### src/rtl/lab4_sys_mem_net_router_pkg.sv
// Shared types and constants for the N-to-1 16B memory request/response router.
// Holds the 16B memory message formats, the position of the source-id tag inside
// the opaque field, the arbiter FSM state enum and small tag/untag helpers.
package lab4_sys_mem_net_router_pkg;

    localparam int unsigned MEM_TYPE_W   = 3;
    localparam int unsigned MEM_OPAQUE_W = 8;
    localparam int unsigned MEM_ADDR_W   = 32;
    localparam int unsigned MEM_LEN_W    = 4;
    localparam int unsigned MEM_DATA_W   = 128;
    localparam int unsigned MEM_TEST_W   = 2;

    // Source id lives in opaque[7:6]
    localparam int unsigned SRC_ID_W   = 2;
    localparam int unsigned SRC_ID_LSB = 6;
    localparam int unsigned SRC_ID_MSB = SRC_ID_LSB + SRC_ID_W - 1;

    typedef struct packed {
        logic [MEM_TYPE_W-1:0]   msg_type;
        logic [MEM_OPAQUE_W-1:0] opaque;
        logic [MEM_ADDR_W-1:0]   addr;
        logic [MEM_LEN_W-1:0]    len;
        logic [MEM_DATA_W-1:0]   data;
    } mem_req_16B_t;

    typedef struct packed {
        logic [MEM_TYPE_W-1:0]   msg_type;
        logic [MEM_OPAQUE_W-1:0] opaque;
        logic [MEM_TEST_W-1:0]   test;
        logic [MEM_LEN_W-1:0]    len;
        logic [MEM_DATA_W-1:0]   data;
    } mem_resp_16B_t;

    typedef enum logic {
        IDLE = 1'b0,
        HOLD = 1'b1
    } arb_state_e;

    // Stamp the source id into a request's opaque field
    function automatic mem_req_16B_t tag_req(input mem_req_16B_t m,
                                             input logic [SRC_ID_W-1:0] id);
        mem_req_16B_t r;
        r = m;
        r.opaque[SRC_ID_MSB:SRC_ID_LSB] = id;
        return r;
    endfunction

    // Strip the source id from a response before handing it back to a cache
    function automatic mem_resp_16B_t clear_src(input mem_resp_16B_t m);
        mem_resp_16B_t r;
        r = m;
        r.opaque[SRC_ID_MSB:SRC_ID_LSB] = '0;
        return r;
    endfunction

endpackage

### src/rtl/lab4_sys_mem_net_router_arb.sv
// Round-robin arbiter with a HOLD latch so a stalled grant stays put until it fires.
// Ports: val_i request vector, adv_i merged-stream fire strobe; grant_c_o one-hot
// grant, grant_idx_c_o binary grant, val_c_o granted request valid.
module lab4_sys_mem_net_rr_arb
    import lab4_sys_mem_net_router_pkg::*;
#(
    parameter int unsigned p_num_ports = 4
)(
    input  logic                   clk,
    input  logic                   reset,
    input  logic [p_num_ports-1:0] val_i,
    input  logic                   adv_i,
    output logic [p_num_ports-1:0] grant_c_o,
    output logic [SRC_ID_W-1:0]    grant_idx_c_o,
    output logic                   val_c_o
);

    arb_state_e          state_q, state_d;
    logic [SRC_ID_W-1:0] ptr_q, ptr_d;
    logic [SRC_ID_W-1:0] hold_q, hold_d;
    logic [SRC_ID_W-1:0] scan_idx, cand;
    logic                scan_found;

    function automatic logic [SRC_ID_W-1:0] wrap_inc(input logic [SRC_ID_W-1:0] idx);
        if (idx == SRC_ID_W'(p_num_ports - 1)) return '0;
        return idx + SRC_ID_W'(1);
    endfunction

    // First valid port at or after ptr, wrapping
    always_comb begin
        scan_found = 1'b0;
        scan_idx   = ptr_q;
        cand       = ptr_q;
        for (int unsigned k = 0; k < p_num_ports; k++) begin
            if (!scan_found && val_i[cand]) begin
                scan_found = 1'b1;
                scan_idx   = cand;
            end
            cand = wrap_inc(cand);
        end
    end

    always_comb begin
        state_d       = state_q;
        ptr_d         = ptr_q;
        hold_d        = hold_q;
        grant_idx_c_o = scan_idx;
        val_c_o       = scan_found;
        grant_c_o     = '0;
        if (state_q == HOLD) begin
            grant_idx_c_o = hold_q;
            val_c_o       = val_i[hold_q];
        end
        if (val_c_o) grant_c_o[grant_idx_c_o] = 1'b1;
        case (state_q)
            IDLE: begin
                if (val_c_o && adv_i) begin
                    ptr_d = wrap_inc(grant_idx_c_o);
                end else if (val_c_o) begin
                    hold_d  = grant_idx_c_o;
                    state_d = HOLD;
                end
            end
            HOLD: begin
                if (val_c_o && adv_i) begin
                    ptr_d   = wrap_inc(hold_q);
                    state_d = IDLE;
                end
            end
            default: state_d = IDLE;
        endcase
    end

    always_ff @(posedge clk or negedge reset) begin
        if (!reset) begin
            state_q <= IDLE;
            ptr_q   <= '0;
            hold_q  <= '0;
        end else begin
            state_q <= state_d;
            ptr_q   <= ptr_d;
            hold_q  <= hold_d;
        end
    end

endmodule

### src/rtl/lab4_sys_mem_net_router_queue.sv
// Two-entry normal queue (no bypass) placed in front of each arbiter input.
// Ports: enq_* (val/rdy/msg) from the cache, deq_* (val/rdy/msg) to the arbiter.
module lab4_sys_mem_net_router_queue
    import lab4_sys_mem_net_router_pkg::*;
(
    input  logic         clk,
    input  logic         reset,
    input  logic         enq_val_i,
    output logic         enq_rdy_c_o,
    input  mem_req_16B_t enq_msg_i,
    output logic         deq_val_c_o,
    output mem_req_16B_t deq_msg_c_o,
    input  logic         deq_rdy_i
);

    mem_req_16B_t entry_q [2];
    logic         head_q, head_d;
    logic [1:0]   count_q, count_d;
    logic         tail;
    logic         enq_fire, deq_fire;

    assign enq_rdy_c_o = ~count_q[1];
    assign deq_val_c_o = (count_q != 2'd0);
    assign deq_msg_c_o = entry_q[head_q];
    assign enq_fire    = enq_val_i & enq_rdy_c_o;
    assign deq_fire    = deq_val_c_o & deq_rdy_i;
    // With one entry stored the free slot is the one after head
    assign tail        = head_q ^ count_q[0];

    always_comb begin
        head_d  = deq_fire ? ~head_q : head_q;
        count_d = count_q + 2'(enq_fire) - 2'(deq_fire);
    end

    always_ff @(posedge clk or negedge reset) begin
        if (!reset) begin
            head_q  <= 1'b0;
            count_q <= 2'd0;
        end else begin
            head_q  <= head_d;
            count_q <= count_d;
        end
    end

    // Payload storage needs no reset; occupancy is tracked by count_q
    always_ff @(posedge clk) begin
        if (enq_fire) entry_q[tail] <= enq_msg_i;
    end

endmodule

### src/rtl/lab4_sys_mem_net_router.sv
// N-to-1 16B memory request merge with round-robin arbitration and source tagging
// in opaque[7:6]; responses are steered back to the tagged port combinationally.
// Ports: cache2net_reqstream_* (N request streams in), cache2net_respstream_*
// (N response streams out), net2mem_reqstream_* (merged request out),
// net2mem_respstream_* (memory response in), clk, reset (async, active-low).
// Build option: LAB4_SYS_MEM_NET_ROUTER_INPUT_QUEUE_EN adds a 2-entry queue per port.
module lab4_sys_mem_net_router
    import lab4_sys_mem_net_router_pkg::*;
#(
    parameter int unsigned p_num_ports = 4
)(
    input  logic                   clk,
    input  logic                   reset,
    input  mem_req_16B_t           cache2net_reqstream_msg [p_num_ports],
    input  logic [p_num_ports-1:0] cache2net_reqstream_val,
    output logic [p_num_ports-1:0] cache2net_reqstream_rdy,
    output mem_resp_16B_t          cache2net_respstream_msg [p_num_ports],
    output logic [p_num_ports-1:0] cache2net_respstream_val,
    input  logic [p_num_ports-1:0] cache2net_respstream_rdy,
    output mem_req_16B_t           net2mem_reqstream_msg,
    output logic                   net2mem_reqstream_val,
    input  logic                   net2mem_reqstream_rdy,
    input  mem_resp_16B_t          net2mem_respstream_msg,
    input  logic                   net2mem_respstream_val,
    output logic                   net2mem_respstream_rdy
);

    mem_req_16B_t           arb_msg [p_num_ports];
    logic [p_num_ports-1:0] arb_val;
    logic [p_num_ports-1:0] arb_deq_rdy;
    logic [p_num_ports-1:0] grant;
    logic [SRC_ID_W-1:0]    grant_idx;
    logic                   grant_val;

    assign arb_deq_rdy = grant & {p_num_ports{net2mem_reqstream_rdy}};

`ifdef LAB4_SYS_MEM_NET_ROUTER_INPUT_QUEUE_EN
    logic [p_num_ports-1:0] q_enq_rdy;

    for (genvar i = 0; i < p_num_ports; i++) begin : g_queue
        lab4_sys_mem_net_router_queue u_queue (
            .clk         (clk),
            .reset       (reset),
            .enq_val_i   (cache2net_reqstream_val[i]),
            .enq_rdy_c_o (q_enq_rdy[i]),
            .enq_msg_i   (cache2net_reqstream_msg[i]),
            .deq_val_c_o (arb_val[i]),
            .deq_msg_c_o (arb_msg[i]),
            .deq_rdy_i   (arb_deq_rdy[i])
        );
    end

    assign cache2net_reqstream_rdy = q_enq_rdy & {p_num_ports{reset}};
`else
    assign arb_val                 = cache2net_reqstream_val;
    assign arb_msg                 = cache2net_reqstream_msg;
    assign cache2net_reqstream_rdy = arb_deq_rdy & {p_num_ports{reset}};
`endif

    lab4_sys_mem_net_rr_arb #(
        .p_num_ports (p_num_ports)
    ) u_arb (
        .clk           (clk),
        .reset         (reset),
        .val_i         (arb_val),
        .adv_i         (net2mem_reqstream_val & net2mem_reqstream_rdy),
        .grant_c_o     (grant),
        .grant_idx_c_o (grant_idx),
        .val_c_o       (grant_val)
    );

    assign net2mem_reqstream_val = grant_val & reset;
    assign net2mem_reqstream_msg = tag_req(arb_msg[grant_idx], grant_idx);

    // Response steering by source id; an out-of-range id is swallowed (rdy=1, no val)
    logic [SRC_ID_W-1:0] resp_dest;
    logic                resp_legal;
    logic                resp_dest_rdy;

    always_comb begin
        resp_dest                = net2mem_respstream_msg.opaque[SRC_ID_MSB:SRC_ID_LSB];
        resp_legal               = 1'b0;
        resp_dest_rdy            = 1'b1;
        cache2net_respstream_val = '0;
        for (int unsigned i = 0; i < p_num_ports; i++) begin
            cache2net_respstream_msg[i] = clear_src(net2mem_respstream_msg);
            if (resp_dest == SRC_ID_W'(i)) begin
                resp_legal                  = 1'b1;
                resp_dest_rdy               = cache2net_respstream_rdy[i];
                cache2net_respstream_val[i] = net2mem_respstream_val & reset;
            end
        end
        net2mem_respstream_rdy = resp_dest_rdy & reset;
    end

`ifndef SYNTHESIS
    always_ff @(posedge clk) begin
        if (reset && net2mem_respstream_val) begin
            assert (resp_legal)
            else $error("response source id %0d has no matching port", resp_dest);
        end
    end
`endif

endmodule

### config.mk
export PLATFORM = sky130hd
export DESIGN_NAME = lab4_sys_mem_net_router
export DESIGN_NICKNAME = d
export VERILOG_FILES = /design/src/rtl/lab4_sys_mem_net_router_pkg.sv /design/src/rtl/lab4_sys_mem_net_router_arb.sv /design/src/rtl/lab4_sys_mem_net_router_queue.sv /design/src/rtl/lab4_sys_mem_net_router.sv
export SDC_FILE = /design/constraint.sdc
export NUM_CORES = 1
export LEC_CHECK = 0
export CELL_PAD_IN_SITES_DETAIL_PLACEMENT = 1
export CELL_PAD_IN_SITES_GLOBAL_PLACEMENT = 1
export CORE_AREA = 2 2 625 627
export CTS_BUF_LIST = sky130_fd_sc_hd__clkbuf_16
export CTS_CLUSTER_DIAMETER = 40
export CTS_CLUSTER_SIZE = 40
export DETAILED_ROUTE_END_ITERATION = 16
export DIE_AREA = 0 0 627 629
export PLACE_DENSITY_LB_ADDON = 0.1
export SYNTH_ARGS = -nofsm -noshare
export SYNTH_HDL_FRONTEND = slang
export SYNTH_SLANG_ARGS = --single-unit
### constraint.sdc
create_clock -name clk -period 6.3 [get_ports clk]
set_clock_uncertainty 0.1 [all_clocks]
set_input_delay 1.575 -clock clk [delete_from_list [all_inputs] [get_ports clk]]
set_output_delay 1.575 -clock clk [all_outputs]
set_load 0.05 [all_outputs]
==> metrics.cfg <==
[route]
wl_per_cell_um = 22.6
drt_iter0_drc = 264
drc = 0
via_per_inst = 1.61
wirelength_um = 159000
via_count = 11300
antenna_left = 0
first_pass_iters = 4

[floorplan]
die_h_um = 629
core_sq_um = 388000
io_pins = 1622
die_area_sq_um = 394000
initial_core_util_pct = 2.87
rows = 229
fp.dieW_um = 627

[worst_hold_path]
min_from = u_arb.ptr_q[1]
holdPathStages = 3
whs_endpoint = u_arb.ptr_q[1]
hp-class = reg2reg

[finish]
final_area_sq_um = 27700
fin_util_pct = 7.15
nFillCells = 45600
area_growth_pct = 149
multi_input_comb_area_sq_um = 6870
layout-drive-gt1-share_pct = 35.4
final_nets = 2680
seq_area_sq_um = 125

[critical_path]
critical_path.startpoint_type = input port
end_kind = output port
r2r_setup_slack_ns = 2.52
arrival_ns = 4.48
r2r-start = u_arb.ptr_q[0]
required_ns = 4.62
crit_fanout = 8
worstSetupPathType = in2out
ff2ff_path_depth = 14
r2r-end = u_arb.ptr_q[1]

[yosys]
synthFlopType = dfrtp_1
syn_inst = 1247
synth-async-reset-ratio_pct = 100
ys_ff_latch = 5
synth_cell_type_count = 46
yosysSeqAreaShare_pct = 1.13
syn_area_per_cell_sq_um = 8.92
ys_warn_count = 0
synth-edff-count = 0
syn_area_sq_um = 11100

[global_routing]
grt_first_pass_wirelength_um = 188000
antenna_found_initial = 17
track_usage_pct = 7.66
overflow = 0
grt_start_max_net_pins = 15
grt_pass1_vias = 13000

[clocking]
htree_levels = 1
clk_pin_slew_ns = 0.03
clk_path_buf_depth = 2
cts_tree = yes
clkLatencyLatePin_ns = 0.22
cts_made_buffers = 3
root_buffer = clkbuf_16
clock_sinks = 5

[power_and_ir_drop]
power.density_nw_per_um2 = 656
power_uw = 18200
leakage_uw = 0.0103
peakVddDrop_mv = 0.306

[place]
post-dp-hpwl_um = 145000
gp_congestion = 0.675
portBuffers = 890
place_worst_setup_slack_ns = -1.07
placed_area_sq_um = 25400

[timing]
fin_crit_ns = 6.16
max_freq_mhz = 162
worst_pin_slew_ns = 0.557
slew_headroom_pct = 62.8
slew_viol_final = 0
hold_viol_final = 0
setup_viol = 0
layout_setup_ws_ns = 0.141
finalCritPeriodShare_pct = 97.8
rsz0062_at_grt = no
fin_tns_setup_ns = 0

[outcome]
status = finished clean

[job]
cap_viol_max_count = 0

## kinds of logic after synthesis
group | count (synthesis) | share of synthesized area [%]
compound gates | 23 | 1.67
flops | 5 | 1.13
buf+inv | 648 | 46.8
fa+ha+maj | 3 | 0.338
mux | 533 | 48.5
other cells | 1 | 0.0337
simple gates | 34 | 1.54
## how the worst max path moves through the flow
stage | start | end | depth (start not counted)
after global routing | cache2net_reqstream_val[0] | net2mem_reqstream_msg[129] | 15
after detailed placement | cache2net_reqstream_val[1] | net2mem_reqstream_msg[44] | 15
after CTS | cache2net_reqstream_val[0] | net2mem_reqstream_msg[44] | 14
final | cache2net_reqstream_val[0] | net2mem_reqstream_msg[130] | 17
after floorplan | cache2net_reqstream_val[1] | cache2net_reqstream_rdy[0] | 9
after global placement | cache2net_reqstream_val[3] | net2mem_reqstream_msg[44] | 14
## routing by layer
metal | up-vias | wire length, um | GRT usage [%]
met5 | - | 453 | 0.843
met4 | 17 | 1200 | 0.515
met3 | 127 | 24900 | 5.35
met2 | 959 | 74600 | 12.9
met1 | 5291 | 57300 | 8.02
li1 | 4877 | - | -
## cell usage after synthesis, types with 2 or more instances
| library cell | count | area share, % |
|---|---|---|
| a21oi_1 | 4 | 0.18 |
| and2_1 | 2 | 0.11 |
| buf_12 | 22 | 4.0 |
| buf_2 | 5 | 0.23 |
| buf_4 | 586 | 40 |
| buf_6 | 3 | 0.30 |
| buf_8 | 12 | 1.6 |
| clkbuf_4 | 12 | 0.81 |
| dfrtp_1 | 5 | 1.1 |
| ha_1 | 3 | 0.34 |
| inv_1 | 3 | 0.10 |
| inv_2 | 3 | 0.10 |
| mux2_2 | 5 | 0.51 |
| mux2i_1 | 522 | 47 |
| mux4_2 | 3 | 0.61 |
| nand2_1 | 10 | 0.34 |
| nand2b_1 | 2 | 0.11 |
| nor2_1 | 7 | 0.24 |
| nor3_1 | 6 | 0.27 |
| nor3b_1 | 2 | 0.14 |
| o21a_1 | 2 | 0.14 |
| o21ai_0 | 2 | 0.090 |
| o31a_1 | 2 | 0.16 |
| o32ai_1 | 2 | 0.16 |
## cell usage in the layout (no fill, tap or decap), drive strengths merged, types with 2 or more instances in the layout
| cell type | synthesis | final |
|---|---|---|
| nor3 | 6 | 6 |
| o31a | 2 | 2 |
| nand2 | 10 | 10 |
| o21ai | 2 | 2 |
| buf | 628 | 493 |
| mux2i | 524 | 524 |
| and2 | 2 | 2 |
| nand2b | 2 | 2 |
| mux4 | 3 | 3 |
| bufbuf | 0 | 2 |
| mux2 | 6 | 6 |
| ha | 3 | 3 |
| nor2 | 7 | 7 |
| clkdlybuf4s50 | 0 | 707 |
| a21oi | 4 | 4 |
| inv | 6 | 7 |
| nor3b | 2 | 2 |
| o21a | 2 | 2 |
| o32ai | 2 | 2 |
| conb | 1 | 8 |
| diode | 0 | 6 |
| dfrtp | 5 | 5 |
| clkbuf | 13 | 3 |
## critical path, cell delays in order
cell and delay, ns:
buf_8 0.10, buf_4 0.12, mux4_2 0.51, clkinv_4 0.08
buf_4 0.11, a21oi_1 0.06, o21a_1 0.19, o22ai_4 0.24
mux2i_4 0.14, buf_6 0.15, buf_6 0.11, buf_16 0.14
buf_16 0.20, buf_4 0.16, mux2i_2 0.19, buf_4 0.15
buf_12 0.14
## timing repair
action                     CTS  global route
pin swaps                    8             6
setup endpoints to repair  176           108
gates resized for setup    305             8
hold buffers                 0             0
gates cloned                12             0
buffers inserted            43             0
## cell type report
class,instances,share of cell area (%)
sequential,5,0.451
clock buffer,3,0.271
timing repair buffer,1202,50.8
inverter,7,0.113
tap,5197,23.5
multi-input combinational,601,24.8
clock inverter,1,0.0135
antenna,6,0.0542
## metrics by stage
step,hold WS (ns),cells
after floorplan,0.452,1254
after global placement,0.585,6961
after detailed placement,0.568,6961
after CTS,0.589,7017
after global routing,0.636,7016
final,0.569,7022
## where the power goes
part	switching (uW)	internal (uW)	total, uW
registers	25.4	46.4	71.7
logic	9590	8420	18000
clock network	19.8	82.1	102
total	9630	8550	18200
(Power assumes the default switching activity.)
